--- src/rtl/clock_mode_ctrl_pkg.sv ---
// Shared definitions for the clock mode/alarm controller: state codes,
// blank-field positions, time limits and the BCD wrap-increment helper.
package clock_mode_ctrl_pkg;

    typedef enum logic [2:0] {
        RUN      = 3'd0,
        SET_HOUR = 3'd1,
        SET_MIN  = 3'd2,
        ALM_HOUR = 3'd3,
        ALM_MIN  = 3'd4
    } mode_t;

    localparam int BLANK_HOUR_LSB = 4;
    localparam int BLANK_MIN_LSB  = 2;
    localparam int BLANK_SEC_LSB  = 0;
    localparam logic [5:0] BLANK_HOUR_MASK = 6'b000011 << BLANK_HOUR_LSB;
    localparam logic [5:0] BLANK_MIN_MASK  = 6'b000011 << BLANK_MIN_LSB;
    localparam logic [5:0] BLANK_SEC_MASK  = 6'b000011 << BLANK_SEC_LSB;

    localparam int MAX_HOUR = 23;
    localparam int MAX_MIN  = 59;

    // Two-digit BCD increment that wraps to 00 after reaching max.
    function automatic logic [7:0] bcd_inc(input logic [7:0] val, input int max);
        logic [3:0] max_t;
        logic [3:0] max_o;
        max_t = 4'(max / 10);
        max_o = 4'(max % 10);
        if (val[7:4] == max_t && val[3:0] == max_o)
            return 8'h00;
        else if (val[3:0] == 4'd9)
            return {val[7:4] + 4'd1, 4'd0};
        else
            return {val[7:4], val[3:0] + 4'd1};
    endfunction

    function automatic mode_t next_mode(input mode_t m);
        case (m)
            RUN:      return SET_HOUR;
            SET_HOUR: return SET_MIN;
            SET_MIN:  return ALM_HOUR;
            ALM_HOUR: return ALM_MIN;
            default:  return RUN;
        endcase
    endfunction

endpackage

--- src/rtl/clock_mode_ctrl_key_repeat.sv ---
// Button edge detector with hold-to-repeat: emits one-cycle pulses for the
// press itself and for every tick after REPEAT_DLY ticks of continuous hold.
module key_repeat #(
    parameter int REPEAT_DLY = 2
) (
    input  logic clk,
    input  logic rst,
    input  logic btn,
    input  logic tick,
    output logic press,
    output logic pulse
);

    localparam int CW = $clog2(REPEAT_DLY + 2);
    localparam logic [CW-1:0] HOLD_LAST = CW'(REPEAT_DLY);

    logic          btn_q;
    logic [CW-1:0] hold_cnt;

    // A tick landing on the press cycle itself is not a hold tick, so it never doubles up.
    always_ff @(posedge clk) begin
        if (rst) begin
            btn_q    <= 1'b0;
            press    <= 1'b0;
            pulse    <= 1'b0;
            hold_cnt <= '0;
        end else begin
            btn_q <= btn;
            press <= btn & ~btn_q;
            pulse <= btn & ~btn_q;
            if (!(btn && btn_q)) begin
                hold_cnt <= '0;
            end else if (tick) begin
                if (hold_cnt == HOLD_LAST)
                    pulse <= 1'b1;
                else
                    hold_cnt <= hold_cnt + 1'b1;
            end
        end
    end

endmodule

--- src/rtl/clock_mode_ctrl.sv ---
// Mode sequencer and alarm controller for the digital clock: set-mode FSM,
// increment strobes, alarm register, blink masks and beeper request.
module clock_mode_ctrl
    import clock_mode_ctrl_pkg::*;
#(
    parameter int TIMEOUT_S  = 16,
    parameter int BEEP_S     = 60,
    parameter int REPEAT_DLY = 2
) (
    input  logic       clk,
    input  logic       rst,
    input  logic       tick_1hz,
    input  logic       tick_4hz,
    input  logic       btn_mode,
    input  logic       btn_inc,
    input  logic       alarm_en,
    input  logic [3:0] cur_h_t,
    input  logic [3:0] cur_h_o,
    input  logic [3:0] cur_m_t,
    input  logic [3:0] cur_m_o,
    input  logic       cur_sec_zero,
    output logic       run_en,
    output logic       inc_min,
    output logic       inc_hour,
    output logic [3:0] alm_h_t,
    output logic [3:0] alm_h_o,
    output logic [3:0] alm_m_t,
    output logic [3:0] alm_m_o,
    output logic       disp_alarm,
    output logic [5:0] blank,
    output logic       beep,
    output logic [2:0] mode
);

    localparam int TO_W   = $clog2(TIMEOUT_S + 1);
    localparam int BEEP_W = $clog2(BEEP_S + 1);
    localparam logic [TO_W-1:0]   TO_LAST   = TO_W'(TIMEOUT_S - 1);
    localparam logic [BEEP_W-1:0] BEEP_LOAD = BEEP_W'(BEEP_S);

    mode_t             state;
    logic              mode_q;
    logic              mode_press;
    logic              inc_press;
    logic              inc_pulse;
    logic              sz_q;
    logic              phase;
    logic              beep_active;
    logic [TO_W-1:0]   to_cnt;
    logic [BEEP_W-1:0] beep_cnt;
    logic [7:0]        alm_h;
    logic [7:0]        alm_m;
    logic              timeout_hit;
    logic              alarm_match;
    logic              beep_clear;

    key_repeat #(.REPEAT_DLY(REPEAT_DLY)) u_inc_key (
        .clk   (clk),
        .rst   (rst),
        .btn   (btn_inc),
        .tick  (tick_4hz),
        .press (inc_press),
        .pulse (inc_pulse)
    );

    assign timeout_hit = (state != RUN) && tick_1hz && (to_cnt == TO_LAST)
                         && !mode_press && !inc_press;
    assign alarm_match = (state == RUN) && alarm_en && cur_sec_zero && !sz_q
                         && ({cur_h_t, cur_h_o} == alm_h) && ({cur_m_t, cur_m_o} == alm_m);
    assign beep_clear  = !alarm_en || inc_press || mode_press || (state != RUN);

    // Mode key edge, seconds-zero rise and the 2 Hz blink phase.
    always_ff @(posedge clk) begin
        if (rst) begin
            mode_q     <= 1'b0;
            mode_press <= 1'b0;
            sz_q       <= 1'b0;
            phase      <= 1'b0;
        end else begin
            mode_q     <= btn_mode;
            mode_press <= btn_mode & ~mode_q;
            sz_q       <= cur_sec_zero;
            if (tick_4hz)
                phase <= ~phase;
        end
    end

    // Mode press beats timeout, which beats any increment landing on the same edge.
    always_ff @(posedge clk) begin
        if (rst) begin
            state    <= RUN;
            to_cnt   <= '0;
            alm_h    <= 8'h00;
            alm_m    <= 8'h00;
            inc_min  <= 1'b0;
            inc_hour <= 1'b0;
        end else begin
            inc_min  <= 1'b0;
            inc_hour <= 1'b0;
            if (mode_press) begin
                state  <= next_mode(state);
                to_cnt <= '0;
            end else if (timeout_hit) begin
                state  <= RUN;
                to_cnt <= '0;
            end else begin
                if (inc_press)
                    to_cnt <= '0;
                else if (state != RUN && tick_1hz)
                    to_cnt <= to_cnt + 1'b1;
                if (inc_pulse) begin
                    case (state)
                        SET_HOUR: inc_hour <= 1'b1;
                        SET_MIN:  inc_min  <= 1'b1;
                        ALM_HOUR: alm_h    <= bcd_inc(alm_h, MAX_HOUR);
                        ALM_MIN:  alm_m    <= bcd_inc(alm_m, MAX_MIN);
                        default:  ;
                    endcase
                end
            end
        end
    end

    // Beeper: any silencing condition wins over a fresh match on the same edge.
    always_ff @(posedge clk) begin
        if (rst) begin
            beep_active <= 1'b0;
            beep_cnt    <= '0;
        end else if (beep_clear) begin
            beep_active <= 1'b0;
        end else if (alarm_match) begin
            beep_active <= 1'b1;
            beep_cnt    <= BEEP_LOAD;
        end else if (beep_active && tick_1hz) begin
            if (beep_cnt == BEEP_W'(1))
                beep_active <= 1'b0;
            beep_cnt <= beep_cnt - 1'b1;
        end
    end

    always_comb begin
        blank = '0;
        if (phase) begin
            case (state)
                SET_HOUR, ALM_HOUR: blank = BLANK_HOUR_MASK;
                SET_MIN, ALM_MIN:   blank = BLANK_MIN_MASK;
                default:            blank = '0;
            endcase
        end
    end

    assign run_en     = (state == RUN);
    assign disp_alarm = (state == ALM_HOUR) || (state == ALM_MIN);
    assign mode       = state;
    assign beep       = beep_active;
    assign alm_h_t    = alm_h[7:4];
    assign alm_h_o    = alm_h[3:0];
    assign alm_m_t    = alm_m[7:4];
    assign alm_m_o    = alm_m[3:0];

endmodule

--- config.mk ---
export PLATFORM = sky130hd
export DESIGN_NAME = clock_mode_ctrl
export DESIGN_NICKNAME = d
export VERILOG_FILES = /design/src/rtl/clock_mode_ctrl_pkg.sv /design/src/rtl/clock_mode_ctrl_key_repeat.sv /design/src/rtl/clock_mode_ctrl.sv
export SDC_FILE = /design/constraint.sdc
export NUM_CORES = 1
export LEC_CHECK = 0
export BUFFER_PORTS_ARGS = -buffer_cell sky130_fd_sc_hd__buf_2
export CAP_MARGIN = 20
export CORE_UTILIZATION = 40
export CTS_CLUSTER_DIAMETER = 40
export DETAILED_ROUTE_END_ITERATION = 6
export GPL_TIMING_DRIVEN = 0
export SKIP_CTS_REPAIR_TIMING = 1
export SLEW_MARGIN = 15
export SYNTH_ARGS = -nofsm -noshare
export SYNTH_HDL_FRONTEND = slang
export SYNTH_HIERARCHICAL = 1
export SYNTH_SLANG_ARGS = --single-unit
--- constraint.sdc ---
create_clock -name clk -period 4.8 [get_ports clk]
set_clock_uncertainty 0.15 [all_clocks]
set_input_delay 0.72 -clock clk [delete_from_list [all_inputs] [get_ports clk]]
set_output_delay 0.72 -clock clk [all_outputs]
set_load 0.01 [all_outputs]
==> impl_metrics.py, run 1 <==
metrics = {
    "cells_and_area": {
        "insertedDiodeCount": 0,
        "finalNonFillerCells": 386,
        "nNetsFinal": 350,
        "n_fill_cell": 556,
        "final_layout_size_suffix_gt1_share_pct": 23.6,
        "syn_to_final_growth_pct": 20.4,
    },
    "setup_path": {
        "r2r_slack_ns": 2.22,
        "crit_type": "flip-flop to flip-flop",
        "r2r_end": "alm_h[4]",
        "path_cells": "ha_1, and3_1, ha_1, o311a_4, a211oi_2, a21boi_1, or2_1, clkbuf_1, mux2i_1",
        "cp.arrival_ns": 2.60,
        "crit_slowest_cell": "a211oi_2",
        "critPathRequiredTime_ns": 4.82,
        "r2r_start": "to_cnt[0]",
        "path_max_fanout": 7,
        "endpoint_kind": "flip-flop",
        "crit_family": "compound AO/OA/AOI/OAI gates",
        "cp_common_cell": "ha_1",
        "cp_num_buf_inv": 1,
        "critPathMaxStageDelay_ns": 0.51,
        "worstRegToRegCells": 9,
        "worstSetupStartpointType": "flip-flop",
    },
    "min_path": {
        "hold_path.class": "flip-flop to flip-flop",
        "min_to": "mode_press",
        "worstHoldPathCells": 1,
        "hp-start": "mode_q",
    },
    "global_routing": {
        "antenna_found_initial": 0,
        "grt_max_degree": 15,
        "grt_pass1_wl_um": 8100,
        "grt_usage_pct": 17.0,
        "gr-total-overflow": 0,
        "grt_pass1_vias": 1696,
    },
    "die": {
        "die_w_um": 77.3,
        "die_y_um": 77.3,
        "pin_count": 54,
        "rows": 27,
        "start_util_pct": 41.4,
        "core_region_area_mm2": 0.00547,
        "die_area_mm2": 0.00597,
    },
    "sta": {
        "drv_slew": 0,
        "setup-violations-final": 0,
        "period_minus_slack_ns": 2.58,
        "worst_pin_slew_ns": 0.761,
        "final-hold-violation-count": 0,
        "slew_headroom_pct": 48.0,
        "setup-tns-final_ns": 0,
        "period_share_pct": 53.8,
        "rsz0062_at_grt": "false",
        "fin_ws_ns": 2.22,
        "fmax_mhz": 387,
    },
    "routing": {
        "wl_per_cell_um": 12.3,
        "vias": 1924,
        "firstDrtPassIters": 4,
        "antenna_left": 0,
        "drtIter0Drc": 58,
        "vias_per_cell": 4.98,
        "wl_um": 4740,
        "drc": 0,
    },
    "logic_synthesis": {
        "synth_mux_area_share_pct": 2.71,
        "ys_types": 51,
        "synth-seq-cells": 42,
        "yosys_warnings": 6,
        "synth_flop_cell": "dfxtp_1",
        "yosysSeqAreaShare_pct": 37.1,
        "synth_top_family_by_area": "simple AND/OR/NAND/NOR gates",
        "synth_cells": 254,
        "synth-simple-area-share_pct": 26.3,
        "yosys.area_share.adder_pct": 7.18,
        "syn_area_per_cell_um2": 8.92,
        "async_reset_ff_share_pct": 0,
        "synthXorXnorAreaFrac_pct": 10.8,
        "synth_compound_area_share_pct": 10.7,
        "synth-edff-count": 0,
        "mappedNetlistArea_mm2": 0.00227,
    },
    "status": {
        "outcome": "completed",
    },
    "place": {
        "dpl_worst_slack_ns": 2.21,
        "dp_cells": 378,
        "io_buffers": 51,
        "gp_congestion": 0.835,
        "hpwl_um": 3650,
    },
    "cts": {
        "clock_path_buffers": 2,
        "htree_levels": 2,
        "cts_tree": "done",
        "clk_pin_slew_ns": 0.08,
        "cts.sink_count": 42,
        "cts_root_buffer": "clkbuf_8",
        "cts_buffers": 5,
        "clk-insertion-delay-late_ns": 0.29,
    },
    "job": {
        "cap_viol_max_count": 0,
    },
    "power": {
        "p_per_area_mw_per_mm2": 254,
        "p_leak_nw": 1.15,
        "vdd_drop_max_v": 0.0000974,
    },
}
per-layer routing:
layer | routed length, um | share of wire, % | global-route usage, % | vias to the layer above
li1 | - | - | - | 1002
met1 | 2400 | 51 | 24.9 | 872
met2 | 2020 | 43 | 24.5 | 46
met3 | 263 | 5.5 | 3.69 | 4
met4 | 52 | 1.1 | 5.28 | 0
met5 | 0 | 0 | 0 | -
metrics by stage:
step / util [%] / power, mW / hold slack, ns / instance area [um^2]
after floorplan: - / 0.398 / 0.217 / 2270
after global placement: 47.8 / 0.420 / 0.221 / 2620
after detailed placement: 47.8 / 0.421 / 0.226 / 2620
after CTS: 49.8 / 0.706 / 0.239 / 2730
after global routing: 49.8 / 0.728 / 0.254 / 2730
final: 49.8 / 0.694 / 0.236 / 2730
sequential cells by signal, summed over array words and instances, names as in the netlist:
name                cells
alm_h                   8
alm_m                   8
beep_cnt                6
to_cnt                  5
mode                    3
u_inc_key/hold_cnt      2
beep                    1
inc_hour                1
inc_min                 1
mode_press              1
mode_q                  1
phase                   1
sz_q                    1
u_inc_key/btn_q         1
u_inc_key/press         1
u_inc_key/pulse         1
power breakdown:
group / switching, mW / internal (mW)
Combinational: 0.0308 / 0.0246
Clock: 0.126 / 0.156
Sequential: 0.00338 / 0.353
Total: 0.160 / 0.534
cell type report:
class / instances / area, um^2 / area share, %
plain buffers: 11 / 66.3 / 2.43
clock buffers: 5 / 68.8 / 2.52
clock inverters: 3 / 43.8 / 1.61
inverters: 13 / 48.8 / 1.79
multi-input cells: 189 / 1310 / 48.2
flip-flops and latches: 42 / 841 / 30.8
well taps: 72 / 90.1 / 3.30
repair buffers: 51 / 255 / 9.36
worst reg2reg max path, cell delays in order (launching register included):
cell and delay, ns:
dfxtp_1 0.34, ha_1 0.21, and3_1 0.19, ha_1 0.19, o311a_4 0.15, a211oi_2 0.51
a21boi_1 0.27, or2_1 0.12, clkbuf_1 0.24, mux2i_1 0.11
logic make-up (layout without fill, tap and decap cells):
| kind of cell | Yosys count | in the layout |
|---|---|---|
| fa+ha+maj | 13 | 13 |
| other cells | 1 | 2 |
| flops | 42 | 42 |
| mux | 6 | 6 |
| xor+xnor | 28 | 28 |
| simple gates | 108 | 108 |
| compound gates | 32 | 32 |
| buf+inv | 24 | 83 |
worst max path at each step:
stage	slack, ns	end	cells after the start	from
global placement	2.20	alm_h[5]	9	to_cnt[0]
finish	2.22	alm_h[4]	9	to_cnt[0]
global route	2.03	alm_h[4]	9	to_cnt[0]
detailed placement	2.21	alm_h[4]	9	to_cnt[0]
CTS	2.18	alm_h[5]	9	to_cnt[0]
floorplan	2.47	alm_m[7]	8	to_cnt[0]
layout by cell type (no fill, tap or decap), types with 2 or more instances in the layout:
cell and count:
a211oi_2 2, nand3b_1 2, dfxtp_1 42, conb_1 2, nor2_1 23, nand2_1 17, and3_1 3, or4_1 3
clkbuf_8 5, mux2i_1 5, a211oi_1 2, nand2b_1 2, xnor2_1 20, or3_1 7, and2_1 2, o21ai_0 4
nand4_1 7, o22ai_1 3, buf_4 4, clkbuf_1 4, inv_1 13, ha_1 13, nand3_1 12, xor2_1 8
nor4_1 5, nor2b_1 8, a21oi_1 11, nor3_1 5, or3b_1 2, buf_2 53
synth_stat cells, types with 7 or more instances:
master,number,area (um^2)
nand3_1,12,60.1
nor2_1,23,86.3
xnor2_1,20,175
inv_1,13,48.8
nor2b_1,8,50.1
nand2_1,17,63.8
dfxtp_1,42,841
xor2_1,8,70.1
nand4_1,7,43.8
or3_1,7,43.8
ha_1,13,163
a21oi_1,11,55.1
(Power assumes the default switching activity.)
==> inputs of run 2 (changes only) <==
--- a/config.mk
+++ b/config.mk
@@ -5,6 +5,7 @@
 export SDC_FILE = /design/constraint.sdc
 export NUM_CORES = 1
 export LEC_CHECK = 0
+export ABC_AREA = 1
 export BUFFER_PORTS_ARGS = -buffer_cell sky130_fd_sc_hd__buf_2
 export CAP_MARGIN = 20
 export CORE_UTILIZATION = 40
==> constraint.sdc (replaced) <==
create_clock -name clk -period 2.6 [get_ports clk]
set_clock_uncertainty 0.15 [all_clocks]
set_input_delay 0.39 -clock clk [delete_from_list [all_inputs] [get_ports clk]]
set_output_delay 0.39 -clock clk [all_outputs]
set_load 0.01 [all_outputs]
==> run 2 against run 1 <==
Net effect:
- final area is 12% higher
- hold slack worse by 0.089 ns
- clock power grew 60%
- flip-flop and latch count stayed put
- synthesized cell count grew 60%
- largest cell class unchanged
- largest power group unchanged
==> impl_metrics.py, run 2 <==
metrics = {
    "status": {
        "outcome": "completed",
    },
    "setup_path": {
        "worstRegToRegCells": 9,
        "r2r_start": "to_cnt[0]",
        "cp.arrival_ns": 1.48,
        "endpoint": "blank[3]",
        "crit_type": "flip-flop to output port",
        "critPathRequiredTime_ns": 2.06,
        "endpoint_kind": "output port",
        "path_max_fanout": 8,
        "path_cells": "nand3_1, a21oi_1, buf_4, buf_2",
        "worstSetupStartpointType": "flip-flop",
        "critPathLaunch": "mode[1]",
        "r2r_end": "alm_m[7]",
        "r2r_slack_ns": 0.67,
        "crit_slowest_cell": "dfxtp_1",
        "critPathMaxStageDelay_ns": 0.54,
    },
    "logic_synthesis": {
        "post-synth-top-count-cell": "nand2_1",
        "synth-edff-count": 0,
        "synth_flop_cell": "dfxtp_1",
        "ys_types": 32,
        "yosysTopAreaCellShare_pct": 32.3,
        "syn_area_per_cell_um2": 6.41,
        "yosys_warnings": 6,
        "synth_area_leaders": "dfxtp_1 (32%), nand2_1 (17%), inv_1 (8.8%)",
        "async_reset_ff_share_pct": 0,
        "synth_cells": 406,
        "mappedNetlistArea_mm2": 0.00260,
        "synth_largest_area_cell": "dfxtp_1",
        "synth-seq-cells": 42,
        "synth_common_cells": "nand2_1 (116), inv_1 (61), nor2_1 (54)",
        "yosysSeqAreaShare_pct": 32.3,
    },
    "routing": {
        "vias_per_cell": 4.66,
        "antenna_left": 0,
        "wl_per_cell_um": 11.0,
        "wl_um": 5950,
        "vias": 2531,
        "firstDrtPassIters": 4,
        "drtIter0Drc": 120,
        "drc": 0,
    },
    "job": {
        "cap_viol_max_count": 0,
    },
    "global_routing": {
        "gr-total-overflow": 0,
        "grt_max_degree": 16,
        "grt_pass1_vias": 2186,
        "antenna_found_initial": 0,
        "grt_pass1_wl_um": 9830,
        "grt_usage_pct": 18.8,
    },
    "place": {
        "hpwl_um": 4660,
        "io_buffers": 51,
        "dpl_worst_slack_ns": 0.568,
        "gp_congestion": 0.943,
        "placed_area_mm2": 0.00296,
    },
    "power": {
        "p_per_area_mw_per_mm2": 407,
        "p_leak_nw": 1.57,
        "vdd_drop_max_v": 0.000202,
    },
    "cts": {
        "cts_tree": "done",
        "cts_buffers": 5,
        "cts_root_buffer": "clkbuf_8",
        "cts.sink_count": 42,
        "clk-insertion-delay-late_ns": 0.31,
        "clock_path_buffers": 2,
        "clk_pin_slew_ns": 0.09,
        "htree_levels": 2,
    },
    "cells_and_area": {
        "layout_commonest_cell": "nand2_1",
        "final_layout_size_suffix_gt1_share_pct": 18.9,
        "insertedDiodeCount": 0,
        "final_cell_mix": "nand2_1 (116), inv_1 (61), nor2_1 (54)",
        "syn_to_final_growth_pct": 17.3,
        "n_fill_cell": 688,
        "reg_top3": "alm_h x8, alm_m x8, beep_cnt x6",
        "nNetsFinal": 502,
        "finalInstanceArea_mm2": 0.00305,
    },
    "die": {
        "start_util_pct": 41.2,
        "rows": 29,
        "die_w_um": 82.7,
        "die_y_um": 82.7,
        "die_area_mm2": 0.00684,
        "pin_count": 54,
        "core_region_area_mm2": 0.00631,
    },
    "sta": {
        "final-hold-violation-count": 0,
        "setup-violations-final": 0,
        "setup-tns-final_ns": 0,
        "drv_slew": 0,
        "fin_ws_ns": 0.577,
        "period_share_pct": 77.8,
        "rsz0062_at_grt": "false",
        "fmax_mhz": 494,
        "period_minus_slack_ns": 2.02,
    },
    "min_path": {
        "hold_path.class": "input pin to flip-flop",
        "hp-start": "btn_mode",
    },
}
-- run 2: cell count changes after synthesis, moves of 7 or more --
cell and change:
nor2b_1 -8, nand2_1 +99, xor2_1 -7, inv_1 +48
nand3_1 +11, a21oi_1 +9, xnor2_1 -15, o21ai_0 +8
or3_1 -7, nor2_1 +31
-- run 2: cells by family (layout without fill, tap and decap cells) --
family / count (synthesis) / in the layout / share of synthesized area [%]
simple gates: 235 / 235 / 41.0
fa+ha+maj: 13 / 13 / 6.25
other cells: 1 / 2 / 0.144
flops: 42 / 42 / 32.3
xor+xnor: 6 / 6 / 2.02
compound gates: 36 / 36 / 7.11
buf+inv: 73 / 132 / 11.1
-- run 2: worst min-delay path by stage --
stage,endpoint,slack [ns],depth (start not counted)
floorplan,mode_press,0.22,1
global placement,mode_press,0.23,1
detailed placement,mode_press,0.24,1
CTS,mode_q,0.14,3
global route,mode_q,0.17,3
finish,mode_q,0.15,3
-- run 2: layer usage --
metal  vias to the layer above  part of all wire (%)  GRT usage, %
li1                       1379                     -             -
met1                      1094                    50          25.8
met2                        50                    44          29.1
met3                         8                   4.1          3.74
met4                         0                   1.4          6.38
met5                         -                     0             0
-- run 2: cell type report --
class	count	area, um^2	share of cell area [%]
Clock inverter	3	25.0	0.820
Multi-Input combinational cell	292	1480	48.4
Timing Repair Buffer	51	255	8.36
Buffer	7	42.5	1.39
Inverter	66	248	8.11
Tap cell	77	96.3	3.16
Clock buffer	5	68.8	2.25
Sequential cell	42	841	27.5
-- run 2: where the power goes --
group	switching (mW)	internal, mW
Combinational	0.0815	0.0499
Clock	0.257	0.194
Sequential	0.00759	0.652
Total	0.346	0.896
-- run 2: worst max-delay path, delay by kind of cell, from the launching register on --
family / cells / cell delay [ns]
buffers and inverters: 2 / 0.24
and+or+nand+nor: 1 / 0.18
AOI/OAI and AO/OA: 1 / 0.22
DFF: 1 / 0.54
-- run 2: through the flow --
step	utilization (%)	cells	hold WS (ns)	total power [mW]
finish	48.4	543	0.146	1.24
global route	48.4	543	0.169	1.31
CTS	48.4	543	0.136	1.26
detailed placement	46.9	535	0.238	0.807
global placement	46.9	535	0.229	0.806
floorplan	-	407	0.224	0.760
==> inputs of run 3 (changes only) <==
--- a/config.mk
+++ b/config.mk
@@ -5,7 +5,7 @@
 export SDC_FILE = /design/constraint.sdc
 export NUM_CORES = 1
 export LEC_CHECK = 0
-export ABC_AREA = 1
+export ABC_AREA = 0
 export BUFFER_PORTS_ARGS = -buffer_cell sky130_fd_sc_hd__buf_2
 export CAP_MARGIN = 20
 export CORE_UTILIZATION = 40
==> constraint.sdc (replaced) <==
create_clock -name clk -period 1.95 [get_ports clk]
set_clock_uncertainty 0.15 [all_clocks]
set_input_delay 0.2925 -clock clk [delete_from_list [all_inputs] [get_ports clk]]
set_output_delay 0.2925 -clock clk [all_outputs]
set_load 0.01 [all_outputs]
==> run 3 against run 2 <==
Net effect:
- the flow now finishes with violations (negative setup slack)
- flip-flop and latch count stayed put
- combinational power rose by 14%
- via count down 21%
- clock-buffer cell count increased by 2
- final area fell by 4.3%
- core utilization is 5.0 points higher
- first-iteration DRC count is 54% lower
- setup slack lost 0.91 ns
- non-clock buffer count increased by 12
- power increased by 29%
- die area decreased by 13%
- sequential power rose by 33%
==> impl_metrics.py, run 3 (synthesized netlist as in run 1, its figures left out) <==
metrics = {
    "setup_path": {
        "worstRegToRegCells": 8,
        "endpoint_kind": "flip-flop",
        "crit_type": "flip-flop to flip-flop",
        "worstSetupStartpointType": "flip-flop",
        "path_max_fanout": 8,
        "r2r_start": "to_cnt[0]",
        "r2r_end": "alm_m[7]",
        "r2r_slack_ns": -0.34,
        "cp.arrival_ns": 2.36,
        "critPathRequiredTime_ns": 2.02,
    },
    "cts": {
        "cts.sink_count": 42,
        "cts_tree": "done",
        "clk-insertion-delay-late_ns": 0.29,
        "clk_pin_slew_ns": 0.08,
        "cts_root_buffer": "clkbuf_8",
        "cts_buffers": 5,
        "clock_path_buffers": 2,
        "htree_levels": 2,
    },
    "cells_and_area": {
        "nNetsFinal": 358,
        "multi_input_area_mm2": 0.00144,
        "n_fill_cell": 529,
        "finalNonFillerCells": 394,
        "syn_to_final_growth_pct": 28.9,
        "reg_top3": "alm_h x8, alm_m x8, beep_cnt x6",
        "layout_commonest_cell": "buf_2",
        "final_cell_mix": "buf_2 (51), dfxtp_1 (38), nor2_1 (23)",
        "insertedDiodeCount": 0,
        "seq_area_um2": 848,
        "final_layout_size_suffix_gt1_share_pct": 32.3,
    },
    "die": {
        "die_y_um": 77.3,
        "die_w_um": 77.3,
        "die_area_mm2": 0.00597,
        "start_util_pct": 41.4,
        "rows": 27,
        "core_region_area_mm2": 0.00547,
        "pin_count": 54,
    },
    "power": {
        "p_clk_share_pct": 35.7,
        "comb_power_share_pct": 9.3,
        "total_power_mw": 1.60,
        "intPower_mw": 1.22,
        "p_leak_nw": 1.21,
        "p_per_area_mw_per_mm2": 548,
        "pwr-share-seq_pct": 54.9,
        "swShare_pct": 23.6,
        "vdd_drop_max_v": 0.000306,
        "p_sw_mw": 0.378,
    },
    "global_routing": {
        "gr-total-overflow": 0,
        "antenna_found_initial": 0,
        "grt_max_degree": 13,
        "grt_usage_pct": 17.3,
        "grt_pass1_vias": 1760,
        "grt_pass1_wl_um": 8200,
    },
    "sta": {
        "rsz0062_at_grt": "true",
        "slew_headroom_pct": 64.2,
        "fin_ws_ns": -0.337,
        "setup-tns-final_ns": -3.89,
        "period_minus_slack_ns": 2.29,
        "setup-violations-final": 17,
        "worst_pin_slew_ns": 0.537,
        "drv_slew": 0,
        "period_share_pct": 117,
        "fmax_mhz": 437,
        "final-hold-violation-count": 0,
    },
    "routing": {
        "firstDrtPassIters": 4,
        "wl_um": 4970,
        "drtIter0Drc": 55,
        "wl_per_cell_um": 12.6,
        "antenna_left": 0,
        "drc": 0,
        "vias": 1993,
        "vias_per_cell": 5.06,
    },
    "min_path": {
        "worstHoldPathCells": 2,
        "hold_path.class": "input pin to flip-flop",
        "min_to": "sz_q",
        "hp-start": "cur_sec_zero",
    },
    "place": {
        "dp_cells": 378,
        "hpwl_um": 3700,
        "dpl_worst_slack_ns": -0.306,
        "gp_congestion": 0.831,
        "io_buffers": 51,
    },
    "status": {
        "violations": "negative setup slack",
        "outcome": "finished, violations left",
    },
    "job": {
        "cap_viol_max_count": 0,
    },
}
==> run 3: per-layer routing <==
metal | GRT usage [%] | share of wire [%] | wire length [um] | vias up
li1 | - | - | - | 1019
met1 | 21.7 | 47 | 2340 | 916
met2 | 28.6 | 46 | 2300 | 53
met3 | 4.05 | 5.3 | 261 | 5
met4 | 6.04 | 1.3 | 63 | 0
met5 | 0 | 0 | 0 | -
==> run 3: final cells by class <==
class | count | share of cell area [%]
timing repair buffer | 60 | 11.2
clock buffer | 7 | 2.96
buffer | 10 | 2.57
tap | 72 | 3.08
clock inverter | 1 | 0.171
sequential | 42 | 29.0
multi-input combinational | 189 | 49.3
inverter | 13 | 1.67
==> run 3: through the flow <==
step / util [%] / hold slack [ns] / area [um^2]
2_1_floorplan: - / 0.217 / 2320
3_3_place_gp: 48.7 / 0.221 / 2660
3_5_place_dp: 48.7 / 0.226 / 2660
4_1_cts: 50.3 / 0.0729 / 2760
5_1_grt: 53.4 / 0.100 / 2920
6_report: 53.4 / 0.0780 / 2920
==> run 3: worst max-delay path: stages, from the launching register on <==
cell and delay, ns:
dfxtp_4 0.36, ha_4 0.15, and3_4 0.18, ha_4 0.15, o311a_4 0.13, a211o_4 0.37
nand2b_4 0.17, or4_4 0.42, a21oi_2 0.13
==> run 3: how the worst max path moves through the flow <==
stage,to,cells past startpoint,from
floorplan,alm_m[7],8,to_cnt[1]
global placement,alm_m[7],8,to_cnt[1]
detailed placement,alm_m[7],8,to_cnt[1]
CTS,alm_m[7],8,to_cnt[1]
global route,alm_m[7],8,to_cnt[0]
finish,alm_m[7],8,to_cnt[0]
==> run 3: power groups by stage <==
stage	clock network (mW)	logic [mW]	registers [mW]
6_report	0.572	0.149	0.879
3_3_place_gp	0	0.140	0.900
3_5_place_dp	0	0.141	0.900
5_1_grt	0.624	0.164	0.881
4_1_cts	0.596	0.141	0.880
2_1_floorplan	0	0.0872	0.899
